File: config.mk
export PLATFORM = sky130hd
export DESIGN_NAME = load_align_extend_flat
export DESIGN_NICKNAME = d
export VERILOG_FILES = /design/src/rtl/load_store_pkg.sv /design/src/rtl/load_align_extend_if.sv /design/src/rtl/load_extract.sv /design/src/rtl/load_align_extend.sv /design/src/flat_wrapper.sv
export SDC_FILE = /design/constraint.sdc
export NUM_CORES = 1
export LEC_CHECK = 0
export CAP_MARGIN = 10
export CELL_PAD_IN_SITES_DETAIL_PLACEMENT = 1
export CELL_PAD_IN_SITES_GLOBAL_PLACEMENT = 1
export CORE_UTILIZATION = 24
export CTS_CLUSTER_SIZE = 12
export DETAILED_ROUTE_END_ITERATION = 12
export PLACE_DENSITY = 0.47
export SLEW_MARGIN = 10
export SYNTH_ARGS = -nofsm -noshare
export SYNTH_HDL_FRONTEND = slang
export SYNTH_SLANG_ARGS = --single-unit
File: constraint.sdc
create_clock -name clk -period 8.07 [get_ports clk]
set_input_delay 1.614 -clock clk [delete_from_list [all_inputs] [get_ports clk]]
set_output_delay 1.614 -clock clk [all_outputs]
set_load 0.05 [all_outputs]
File: src/rtl/load_store_pkg.sv
// rtl/load_store_pkg.sv - shared load-path types, size encodings and helpers
// Contents: FSM state enum, LS_* load-size codes, size_bytes() byte-count helper.
package load_store_pkg;

  typedef enum logic [2:0] {
    IDLE,
    FETCH0,
    WAIT0,
    FETCH1,
    WAIT1,
    DONE
  } lae_state_t;

  localparam logic [1:0] LS_BYTE   = 2'd0;
  localparam logic [1:0] LS_HALF   = 2'd1;
  localparam logic [1:0] LS_WORD   = 2'd2;
  localparam logic [1:0] LS_DOUBLE = 2'd3;

  // Number of bytes touched by a load of the given size code (1, 2, 4 or 8).
  function automatic logic [3:0] size_bytes(input logic [1:0] size);
    return 4'd1 << size;
  endfunction

endpackage

File: src/rtl/load_align_extend_if.sv
// rtl/load_align_extend_if.sv - request, memory-fetch and result bundle of the load aligner
// Signals: req_* (load request in), mem_req_*/mem_rsp_* (word fetch out / data back),
//          out_* (extended result out).
// Modports: slave = the load aligner, master = the requester/memory side driving it.
interface load_align_extend_if #(
  parameter int DATA_WIDTH = 32,
  parameter int OFF_W      = $clog2(DATA_WIDTH / 8)
);

  logic                  req_valid;
  logic                  req_ready;
  logic [OFF_W-1:0]      req_off;
  logic [1:0]            req_size;
  logic                  req_unsigned;
  logic [4:0]            req_rd;

  logic                  mem_req_valid;
  logic                  mem_req_ready;
  logic                  mem_req_next;
  logic                  mem_rsp_valid;
  logic [DATA_WIDTH-1:0] mem_rsp_data;

  logic                  out_valid;
  logic                  out_ready;
  logic [DATA_WIDTH-1:0] out_data;
  logic [4:0]            out_rd;
  logic                  out_err;

  modport slave (
    input  req_valid, req_off, req_size, req_unsigned, req_rd,
    output req_ready,
    output mem_req_valid, mem_req_next,
    input  mem_req_ready, mem_rsp_valid, mem_rsp_data,
    output out_valid, out_data, out_rd, out_err,
    input  out_ready
  );

  modport master (
    output req_valid, req_off, req_size, req_unsigned, req_rd,
    input  req_ready,
    input  mem_req_valid, mem_req_next,
    output mem_req_ready, mem_rsp_valid, mem_rsp_data,
    input  out_valid, out_data, out_rd, out_err,
    output out_ready
  );

endinterface

File: src/rtl/load_extract.sv
// rtl/load_extract.sv - combinational align-and-extend datapath for loads
// Ports: word0/word1 (base and following memory word), off (byte offset),
//        size (LS_* code), is_unsigned (zero- vs sign-extend), data (aligned result).
module load_extract
  import load_store_pkg::*;
#(
  parameter int DATA_WIDTH = 32,
  parameter int OFF_W      = $clog2(DATA_WIDTH / 8)
) (
  input  logic [DATA_WIDTH-1:0] word0,
  input  logic [DATA_WIDTH-1:0] word1,
  input  logic [OFF_W-1:0]      off,
  input  logic [1:0]            size,
  input  logic                  is_unsigned,
  output logic [DATA_WIDTH-1:0] data
);

  logic [DATA_WIDTH-1:0] shifted;
  logic [DATA_WIDTH-1:0] keep_mask;
  logic [6:0]            kept_bits;
  logic                  fill;

  always_comb begin
    // Bytes beyond the top of word0 come from word1, so shift the pair as one.
    shifted   = DATA_WIDTH'({word1, word0} >> {off, 3'b000});
    kept_bits = {size_bytes(size), 3'b000};
    // A shift of DATA_WIDTH or more yields zero, so full-width loads keep every bit.
    keep_mask = ~({DATA_WIDTH{1'b1}} << kept_bits);

    case (size)
      LS_BYTE: fill = shifted[7];
      LS_HALF: fill = shifted[15];
      LS_WORD: fill = shifted[31];
      default: fill = shifted[DATA_WIDTH-1];
    endcase
    fill = fill & ~is_unsigned;

    data = (shifted & keep_mask) | ({DATA_WIDTH{fill}} & ~keep_mask);
  end

endmodule

File: src/rtl/load_align_extend.sv
// rtl/load_align_extend.sv - load sequencer: fetches one or two words, aligns and extends
// Ports: clk, rst_n (async active-low), bus (load_align_extend_if.slave):
//        req_* load request, mem_req_*/mem_rsp_* word fetch, out_* registered result.
module load_align_extend
  import load_store_pkg::*;
#(
  parameter int DATA_WIDTH = 32,
  parameter int OFF_W      = $clog2(DATA_WIDTH / 8)
) (
  input  logic               clk,
  input  logic               rst_n,
  load_align_extend_if.slave bus
);

  localparam logic [4:0] WORD_BYTES = 5'(DATA_WIDTH / 8);
  localparam bit         HAS_DOUBLE = (DATA_WIDTH == 64);

  lae_state_t            state;
  logic [OFF_W-1:0]      off_q;
  logic [1:0]            size_q;
  logic                  unsigned_q;
  logic [4:0]            rd_q;
  logic [DATA_WIDTH-1:0] word0;
  logic [DATA_WIDTH-1:0] word1;

  logic                  req_ready_q;
  logic                  mem_req_valid_q;
  logic                  mem_req_next_q;
  logic                  out_valid_q;
  logic [DATA_WIDTH-1:0] out_data_q;
  logic [4:0]            out_rd_q;
  logic                  out_err_q;

  logic                  illegal_size;
  logic                  spans;
  logic [DATA_WIDTH-1:0] ext_word0;
  logic [DATA_WIDTH-1:0] ext_word1;
  logic [DATA_WIDTH-1:0] ext_data;

  assign illegal_size = (bus.req_size == LS_DOUBLE) && !HAS_DOUBLE;
  assign spans        = (5'(off_q) + 5'(size_bytes(size_q))) > WORD_BYTES;

  // The result is registered on the same edge the last word arrives, so feed the
  // extractor straight from the response bus while that word is being captured.
  assign ext_word0 = (state == WAIT0) ? bus.mem_rsp_data : word0;
  assign ext_word1 = (state == WAIT1) ? bus.mem_rsp_data : word1;

  load_extract #(
    .DATA_WIDTH (DATA_WIDTH),
    .OFF_W      (OFF_W)
  ) u_extract (
    .word0       (ext_word0),
    .word1       (ext_word1),
    .off         (off_q),
    .size        (size_q),
    .is_unsigned (unsigned_q),
    .data        (ext_data)
  );

  always_ff @(posedge clk or negedge rst_n) begin
    if (!rst_n) begin
      state           <= IDLE;
      off_q           <= '0;
      size_q          <= '0;
      unsigned_q      <= 1'b0;
      rd_q            <= '0;
      word0           <= '0;
      word1           <= '0;
      req_ready_q     <= 1'b0;
      mem_req_valid_q <= 1'b0;
      mem_req_next_q  <= 1'b0;
      out_valid_q     <= 1'b0;
      out_data_q      <= '0;
      out_rd_q        <= '0;
      out_err_q       <= 1'b0;
    end else begin
      case (state)
        IDLE: begin
          req_ready_q <= 1'b1;
          if (bus.req_valid && req_ready_q) begin
            req_ready_q <= 1'b0;
            off_q       <= bus.req_off;
            size_q      <= bus.req_size;
            unsigned_q  <= bus.req_unsigned;
            rd_q        <= bus.req_rd;
            word0       <= '0;
            word1       <= '0;
            if (illegal_size) begin
              state       <= DONE;
              out_valid_q <= 1'b1;
              out_err_q   <= 1'b1;
              out_data_q  <= '0;
              out_rd_q    <= bus.req_rd;
            end else begin
              state           <= FETCH0;
              mem_req_valid_q <= 1'b1;
              mem_req_next_q  <= 1'b0;
            end
          end
        end

        FETCH0: begin
          if (bus.mem_req_ready) begin
            mem_req_valid_q <= 1'b0;
            state           <= WAIT0;
          end
        end

        WAIT0: begin
          if (bus.mem_rsp_valid) begin
            word0 <= bus.mem_rsp_data;
            if (spans) begin
              state           <= FETCH1;
              mem_req_valid_q <= 1'b1;
              mem_req_next_q  <= 1'b1;
            end else begin
              state       <= DONE;
              out_valid_q <= 1'b1;
              out_err_q   <= 1'b0;
              out_data_q  <= ext_data;
              out_rd_q    <= rd_q;
            end
          end
        end

        FETCH1: begin
          if (bus.mem_req_ready) begin
            mem_req_valid_q <= 1'b0;
            state           <= WAIT1;
          end
        end

        WAIT1: begin
          if (bus.mem_rsp_valid) begin
            word1       <= bus.mem_rsp_data;
            state       <= DONE;
            out_valid_q <= 1'b1;
            out_err_q   <= 1'b0;
            out_data_q  <= ext_data;
            out_rd_q    <= rd_q;
          end
        end

        DONE: begin
          // req_ready rises with the return to IDLE, one cycle after the retire.
          if (bus.out_ready) begin
            out_valid_q <= 1'b0;
            req_ready_q <= 1'b1;
            state       <= IDLE;
          end
        end

        default: state <= IDLE;
      endcase
    end
  end

  assign bus.req_ready     = req_ready_q;
  assign bus.mem_req_valid = mem_req_valid_q;
  assign bus.mem_req_next  = mem_req_next_q;
  assign bus.out_valid     = out_valid_q;
  assign bus.out_data      = out_data_q;
  assign bus.out_rd        = out_rd_q;
  assign bus.out_err       = out_err_q;

endmodule

File: src/flat_wrapper.sv
// flat-port wrapper written by rule: the top's interface ports become plain ports
module load_align_extend_flat import load_store_pkg::*;
#(
  parameter int DATA_WIDTH = 32,
  parameter int OFF_W      = $clog2(DATA_WIDTH / 8)
)
  (clk, rst_n, bus_req_valid, bus_req_off, bus_req_size, bus_req_unsigned, bus_req_rd, bus_req_ready, bus_mem_req_valid, bus_mem_req_next, bus_mem_req_ready, bus_mem_rsp_valid, bus_mem_rsp_data, bus_out_valid, bus_out_data, bus_out_rd, bus_out_err, bus_out_ready);
  load_align_extend_if #(.DATA_WIDTH(DATA_WIDTH), .OFF_W(OFF_W)) bus_i ();
  input  logic clk;
  input  logic rst_n;
  input wire logic [$bits(bus_i.req_valid)-1:0] bus_req_valid;
  input wire logic [$bits(bus_i.req_off)-1:0] bus_req_off;
  input wire logic [$bits(bus_i.req_size)-1:0] bus_req_size;
  input wire logic [$bits(bus_i.req_unsigned)-1:0] bus_req_unsigned;
  input wire logic [$bits(bus_i.req_rd)-1:0] bus_req_rd;
  output wire logic [$bits(bus_i.req_ready)-1:0] bus_req_ready;
  output wire logic [$bits(bus_i.mem_req_valid)-1:0] bus_mem_req_valid;
  output wire logic [$bits(bus_i.mem_req_next)-1:0] bus_mem_req_next;
  input wire logic [$bits(bus_i.mem_req_ready)-1:0] bus_mem_req_ready;
  input wire logic [$bits(bus_i.mem_rsp_valid)-1:0] bus_mem_rsp_valid;
  input wire logic [$bits(bus_i.mem_rsp_data)-1:0] bus_mem_rsp_data;
  output wire logic [$bits(bus_i.out_valid)-1:0] bus_out_valid;
  output wire logic [$bits(bus_i.out_data)-1:0] bus_out_data;
  output wire logic [$bits(bus_i.out_rd)-1:0] bus_out_rd;
  output wire logic [$bits(bus_i.out_err)-1:0] bus_out_err;
  input wire logic [$bits(bus_i.out_ready)-1:0] bus_out_ready;
  assign bus_i.req_valid = bus_req_valid;
  assign bus_i.req_off = bus_req_off;
  assign bus_i.req_size = bus_req_size;
  assign bus_i.req_unsigned = bus_req_unsigned;
  assign bus_i.req_rd = bus_req_rd;
  assign bus_req_ready = bus_i.req_ready;
  assign bus_mem_req_valid = bus_i.mem_req_valid;
  assign bus_mem_req_next = bus_i.mem_req_next;
  assign bus_i.mem_req_ready = bus_mem_req_ready;
  assign bus_i.mem_rsp_valid = bus_mem_rsp_valid;
  assign bus_i.mem_rsp_data = bus_mem_rsp_data;
  assign bus_out_valid = bus_i.out_valid;
  assign bus_out_data = bus_i.out_data;
  assign bus_out_rd = bus_i.out_rd;
  assign bus_out_err = bus_i.out_err;
  assign bus_i.out_ready = bus_out_ready;
  load_align_extend #(.DATA_WIDTH(DATA_WIDTH), .OFF_W(OFF_W)) u_core (.clk(clk), .rst_n(rst_n), .bus(bus_i));
endmodule
== After elaboration in Yosys (flattened, before gate mapping) ==
Cells that the tools add are included.
W data, S select, Z words.

* Logic and storage cells: 114
* Register bits after elaboration: 119
* Input bits: 48
* Output and inout port bits: 42

* Eq/ne operators: 18
* Magnitude comparators: 1
* Reduce and logical (&&, ||, !) cells: 19
* Bitwise operators: 7
* $add $sub $neg: 1
* Shift operators: 3
* Mux-type cells: 51

{| class="wikitable"
|+ Operators by type and width
! kind !! number
|-
| $mux W32 || 9
|-
| $pmux W32 S2 || 2
|-
| $pmux W32 S3 || 1
|-
| $and A32 B32 Y32 || 2
|-
| $not A32 Y32 || 2
|-
| $shr A64 B5 Y32 || 1
|-
| $or A32 B32 Y32 || 1
|-
| $shl A32 B7 Y32 const A || 1
|-
| $mux W5 || 5
|-
| $mux W3 || 8
|-
| $mux W1 || 18
|-
| $pmux W3 S6 || 1
|-
| $reduce_and A6 Y1 || 3
|-
| $pmux W5 S3 || 1
|-
| $ne A2 B2 Y1 const B || 7
|-
| $ne A2 B1 Y1 const B || 4
|-
| $reduce_and A7 Y1 || 1
|-
| $eq A3 B2 Y1 const B || 2
|-
| $eq A3 B3 Y1 const B || 2
|-
| $pmux W1 S2 || 3
|-
| $pmux W1 S3 || 2
|-
| $reduce_and A3 Y1 || 2
|-
| $reduce_bool A2 Y1 || 3
|-
| $reduce_bool A3 Y1 || 2
|-
| 16 further kinds || 17
|}

== Logic depth before layout (Yosys ltp) ==
* Word-level depth: 10
* Depth in mapped cells: 14
* Depth with buffers taken out: 8

== Modules after synthesis ==
A second synthesis with hierarchy kept.

* Cell total of the unflattened synthesis: 670
* Area total of the unflattened synthesis: 6,781.5 um^2

{| class="wikitable"
|+ Modules (own cells, without submodules)
! module !! cells an instance !! times used !! seq. area each (um^2) !! area an instance (um^2)
|-
| load_align_extend || 560 || 1 || 2,977.9 || 5,699.2
|-
| load_extract || 110 || 1 || 0.0 || 1,082.3
|}

== Least setup slack after synthesis ==
Ideal clock, no wire load.

* Path type: flip-flop to flip-flop
* Start: register u_core.off_q[1]
* End: register u_core.out_data_q[10], in the netlist u_core.bus.out_data[10]
* Data required time: 8.001 ns
* Library setup time: 0.069 ns
* Period minus slack after synthesis: 3.724 ns
* Setup slack: 4.346 ns
* Path buffers: 4
* Cell stages (with the launch flop): 13
* Arrival time: 3.654 ns
* Path through: dfrtp_1 -> clkbuf_1 -> inv_1 -> buf_2 -> clkbuf_1 -> buf_1 -> xnor2_1 -> ha_1 -> a211o_1 -> a221oi_2 -> a21oi_1 -> nor2_1 -> a32o_1

* Word-level cells in the longest chain between the ends: 8
* Elaborated cells between the ends (all ways): 14
* Classes of those cells: add/sub (1); order compare (1); eq/ne (1); shift (1); mux (5); bitwise (4); reduce/logical (1)

{| class="wikitable"
|+ RTL lines
! element !! line !! source
|-
| start: declaration || load_align_extend.sv:19 || <nowiki>logic [OFF_W-1:0] off_q;</nowiki>
|-
| start signal: assignment || load_align_extend.sv:82 || <nowiki>off_q <= bus.req_off;</nowiki>
|-
| $shr A64 B5 Y32 || load_extract.sv:25 || <nowiki>shifted = DATA_WIDTH'({word1, word0} >> {off, 3'b000});</nowiki>
|-
| $pmux W1 S2 || load_extract.sv:30 || <nowiki>case (size)</nowiki>
|-
| $and A1 B1 Y1 || load_extract.sv:36 || <nowiki>fill = fill & ~is_unsigned;</nowiki>
|-
| $and A32 B32 Y32 || load_extract.sv:38 || <nowiki>data = (shifted & keep_mask) | ({DATA_WIDTH{fill}} & ~keep_mask);</nowiki>
|-
| $or A32 B32 Y32 || load_extract.sv:38 ||
|-
| $mux W32 || load_align_extend.sv:112 || <nowiki>if (spans) begin</nowiki>
|-
| $mux W32 || load_align_extend.sv:110 || <nowiki>if (bus.mem_rsp_valid) begin</nowiki>
|-
| $pmux W32 S3 || load_align_extend.sv:77 || <nowiki>case (state)</nowiki>
|-
| end signal: assignment || load_align_extend.sv:120 || <nowiki>out_data_q <= ext_data;</nowiki>
|-
| end signal: assignment || load_align_extend.sv:139 || <nowiki>out_data_q <= ext_data;</nowiki>
|-
| end: declaration || load_align_extend.sv:30 || <nowiki>logic [DATA_WIDTH-1:0] out_data_q;</nowiki>
|}

Several ways; a longest one is shown, not always the timed one. The select of a mux whose other input is x is not followed.
A chain may end at the register's enable or synchronous reset.

== Worst setup path after layout ==
* Start: input bus_mem_rsp_valid
* End: register u_core.out_data_q[24], in the netlist u_core.bus.out_data[24]

* Word-level cells in the longest chain between the ends: 2
* Elaborated cells between the ends (all ways): 3
* Classes of those cells: eq/ne (2); reduce/logical (1)

{| class="wikitable"
|+ RTL lines
! element !! line !! source
|-
| start: declaration || flat_wrapper.sv:20 || <nowiki>input wire logic [$bits(bus_i.mem_rsp_valid)-1:0] bus_mem_rsp_valid;</nowiki>
|-
| $ne A2 B2 Y1 (no source line) || -- ||
|-
| $reduce_and A6 Y1 (no source line) * || -- ||
|}

Every way passes the cells marked *; elsewhere a longest branch is shown, timed or not.

==> impl_metrics.yaml <==
status:
  status: "finished with violations"
  violations: "design-rule violations"
logic_synthesis:
  yosysSeqAreaShare: 0.430
  synthFlopType: "dfrtp_1"
  synth_top_area_share: 0.430
  ys_ff_latch: 111
  async_flop_share: 1.00
  syn_avg_cell_area_sq_um: 10.8
  synthCells: 600
  yosys_warnings: 0
  synth.largest_area_cell: "dfrtp_1"
  syn_area_sq_um: 6460
  synth_most_common_cell: "dfrtp_1"
  synth_edf_count: 0
  synthTopCellsByArea: "dfrtp_1, mux4_2, mux2_2, nand2_1, o21ai_0"
  yosysUniqueCellTypes: 47
  synthesis.nets: 650
  synth_commonest_cells: "dfrtp_1, nand2_1, o21ai_0"
clock_tree:
  numClockSinks: 111
  tritoncts: "yes"
  clk-insertion-delay-late_ps: 370
  cts_setup_buffers: 0
  clockBufferDepth: 2
  htreeDepth: 3
  ctsResizeCount: 0
  postCtsHoldBufs: 0
  worst_setup_hold_path_clk_slew_ps: 70
  cts_root_buffer: "clkbuf_16"
  cts-buffers-inserted: 9
final_layout:
  insertedDiodeCount: 0
  fin_cells: 1001
  syn_to_final_growth_pct: 23.2
  final_area_sq_um: 7960
  final_layout_size_suffix_gt1_frac: 0.191
  layout.nets: 713
  utilization: 0.304
worst_setup_path:
  r2r-end: "u_core.bus.out_data[24]$_DFFE_PN0P_"
  worstPathArrival_ps: 4370
  startpoint_type: "input pin"
  crit_path_end_kind: "flop"
  rr_startpoint: "u_core.off_q[1]$_DFFE_PN0P_"
  r2r_slack_ps: 4240
  rr_worst_depth: 9
  cp_max_fo: 20
  critPathRequiredTime_ps: 8340
  worstSetupPathType: "input pin to flop"
grt:
  grt.busiest_layer: "met2"
  grt_overflow_total: 0
  grt_pass1_wl_microns: 33400
  grtUsageMet2: 0.251
  grt_pass1_vias: 5324
  grt_util_met1: 0.230
  grt_max_degree: 58
  antenna_found_initial: 0
  grtUsageTotal: 0.159
  grt_use_met3: 0.0164
routing:
  drt_pass1_iterations: 12
  wl_microns: 21300
  remaining_drc_errors: 8
  ant_nets: 0
  routed_via_density: 5.00
  num_vias: 5009
  routedWlPerCell_microns: 21.2
  drt_iter0_drc: 245
floorplan:
  die_x_microns: 166
  fp.coreArea_sq_um: 26200
  initial_utilization: 0.247
  io_pins: 90
  core.rowCount: 59
  die_area_sq_um: 27600
  die_height_microns: 166
timing:
  finalSetupTns_ps: 0
  rsz0062_at_grt: "false"
  period_needed_ps: 4110
  max_freq_ghz: 0.244
  drv_slew: 0
  holdWs_ps: 484
  setup_viol: 0
  relSlewSlack: 0.371
  tightest_slew_ps: 937
  skew_ps: 16.0
  period_share: 0.509
  timing.final.hold_violations: 0
  worst_slack_ps: 3960
place:
  place_congestion: 0.783
  port_buffers: 89
  dpl_worst_slack_ps: 3590
  dp_hpwl_microns: 14900
  place_inst: 987
  placed_area_sq_um: 7670
power_and_ir_drop:
  total_power_mw: 3.38
  vdd_ir_drop_max_v: 0.000134
  power_density_nw_per_um2: 424
  p_leak_nw: 3.29
flow_run:
  maxCapViolCount: 0
min_path:
  hold_depth: 2
  hold_class: "flop to flop"
  hp-start: "u_core.word1[23]$_DFFE_PN0P_"
  holdPathEnd: "u_core.word1[23]$_DFFE_PN0P_"
-- worst max-delay path by stage --
stage / end / start / slack [ps]
global route: u_core.bus.out_data[28]$_DFFE_PN0P_ / bus_mem_rsp_valid / 3770
finish: u_core.bus.out_data[24]$_DFFE_PN0P_ / bus_mem_rsp_valid / 3960
detailed placement: u_core.bus.out_data[24]$_DFFE_PN0P_ / bus_mem_rsp_valid / 3590
CTS: u_core.bus.out_data[24]$_DFFE_PN0P_ / bus_mem_rsp_valid / 3970
floorplan: u_core.bus.out_data[10]$_DFFE_PN0P_ / u_core.off_q[1]$_DFFE_PN0P_ / 4350
global placement: u_core.bus.out_data[26]$_DFFE_PN0P_ / bus_mem_rsp_valid / 3180
-- final cells by class --
cell class	count	area, sq um
timing repair buffer	103	993
clock inverter	4	55.1
fill	2911	18200
inverter	22	82.6
multi-input combinational	416	3400
sequential	111	2780
tap	335	419
clock buffer	10	239
-- where the power goes --
group          switching [mW]  total [mW]  internal [mW]
clock network           0.220       0.468          0.248
logic                    1.14        1.93          0.787
registers               0.196       0.983          0.787
total                    1.55        3.38           1.82
-- sequential cells by signal, indices dropped and copies added (netlist names) --
name,flops
u_core.bus.out_data,32
u_core.word0,32
u_core.word1,24
u_core.bus.out_rd,5
u_core.rd_q,5
u_core.state,3
u_core.off_q,2
u_core.size_q,2
u_core.bus.mem_req_next,1
u_core.bus.mem_req_valid,1
u_core.bus.out_err,1
u_core.bus.out_valid,1
u_core.bus.req_ready,1
u_core.unsigned_q,1
-- worst max-delay path: stages --
cell and delay (ps):
clkdlybuf4s50_1 670, nand4bb_1 170, a221oi_2 530, a21o_1 600
o211ai_2 470, o21ai_0 310
-- per-layer routing --
| layer | share of wire | up-vias |
|---|---|---|
| li1 | - | 2340 |
| met1 | 0.50 | 2565 |
| met2 | 0.45 | 91 |
| met3 | 0.032 | 13 |
| met4 | 0.012 | 0 |
| met5 | 0 | - |
-- cell usage in the layout, fill, tap and decap left out, types with 2 or more instances in the layout --
cell,Yosys,final
mux2_2,48,48
clkdlybuf4s50_1,0,88
nor3_1,3,2
a21oi_1,15,13
ha_1,2,2
or3b_1,2,2
mux2_1,2,2
mux2_4,3,3
o21ai_1,4,4
a211oi_1,17,17
nor2_1,21,21
inv_1,22,22
clkbuf_16,0,9
and3_1,2,2
and2_1,3,3
mux4_2,37,37
a31oi_1,17,17
a211o_1,3,2
a22oi_1,2,2
nand2_1,93,93
a21o_1,2,2
dfrtp_1,111,110
a32o_1,7,7
o21ai_0,68,68
mux2i_1,23,23
a21oi_2,0,2
a22o_1,24,24
buf_4,2,15
-- logic make-up (layout without fill, tap and decap cells) --
| kind of cell | Yosys count | after routing | synth area share |
|---|---|---|---|
| compound gates | 169 | 169 | 0.173 |
| simple gates | 130 | 130 | 0.0829 |
| mux | 113 | 113 | 0.259 |
| flops | 111 | 111 | 0.430 |
| buf+inv | 73 | 139 | 0.0488 |
| fa+ha+maj | 2 | 2 | 0.00387 |
| xor+xnor | 2 | 2 | 0.00271 |
Note: power is estimated with default switching activity, not from simulation.
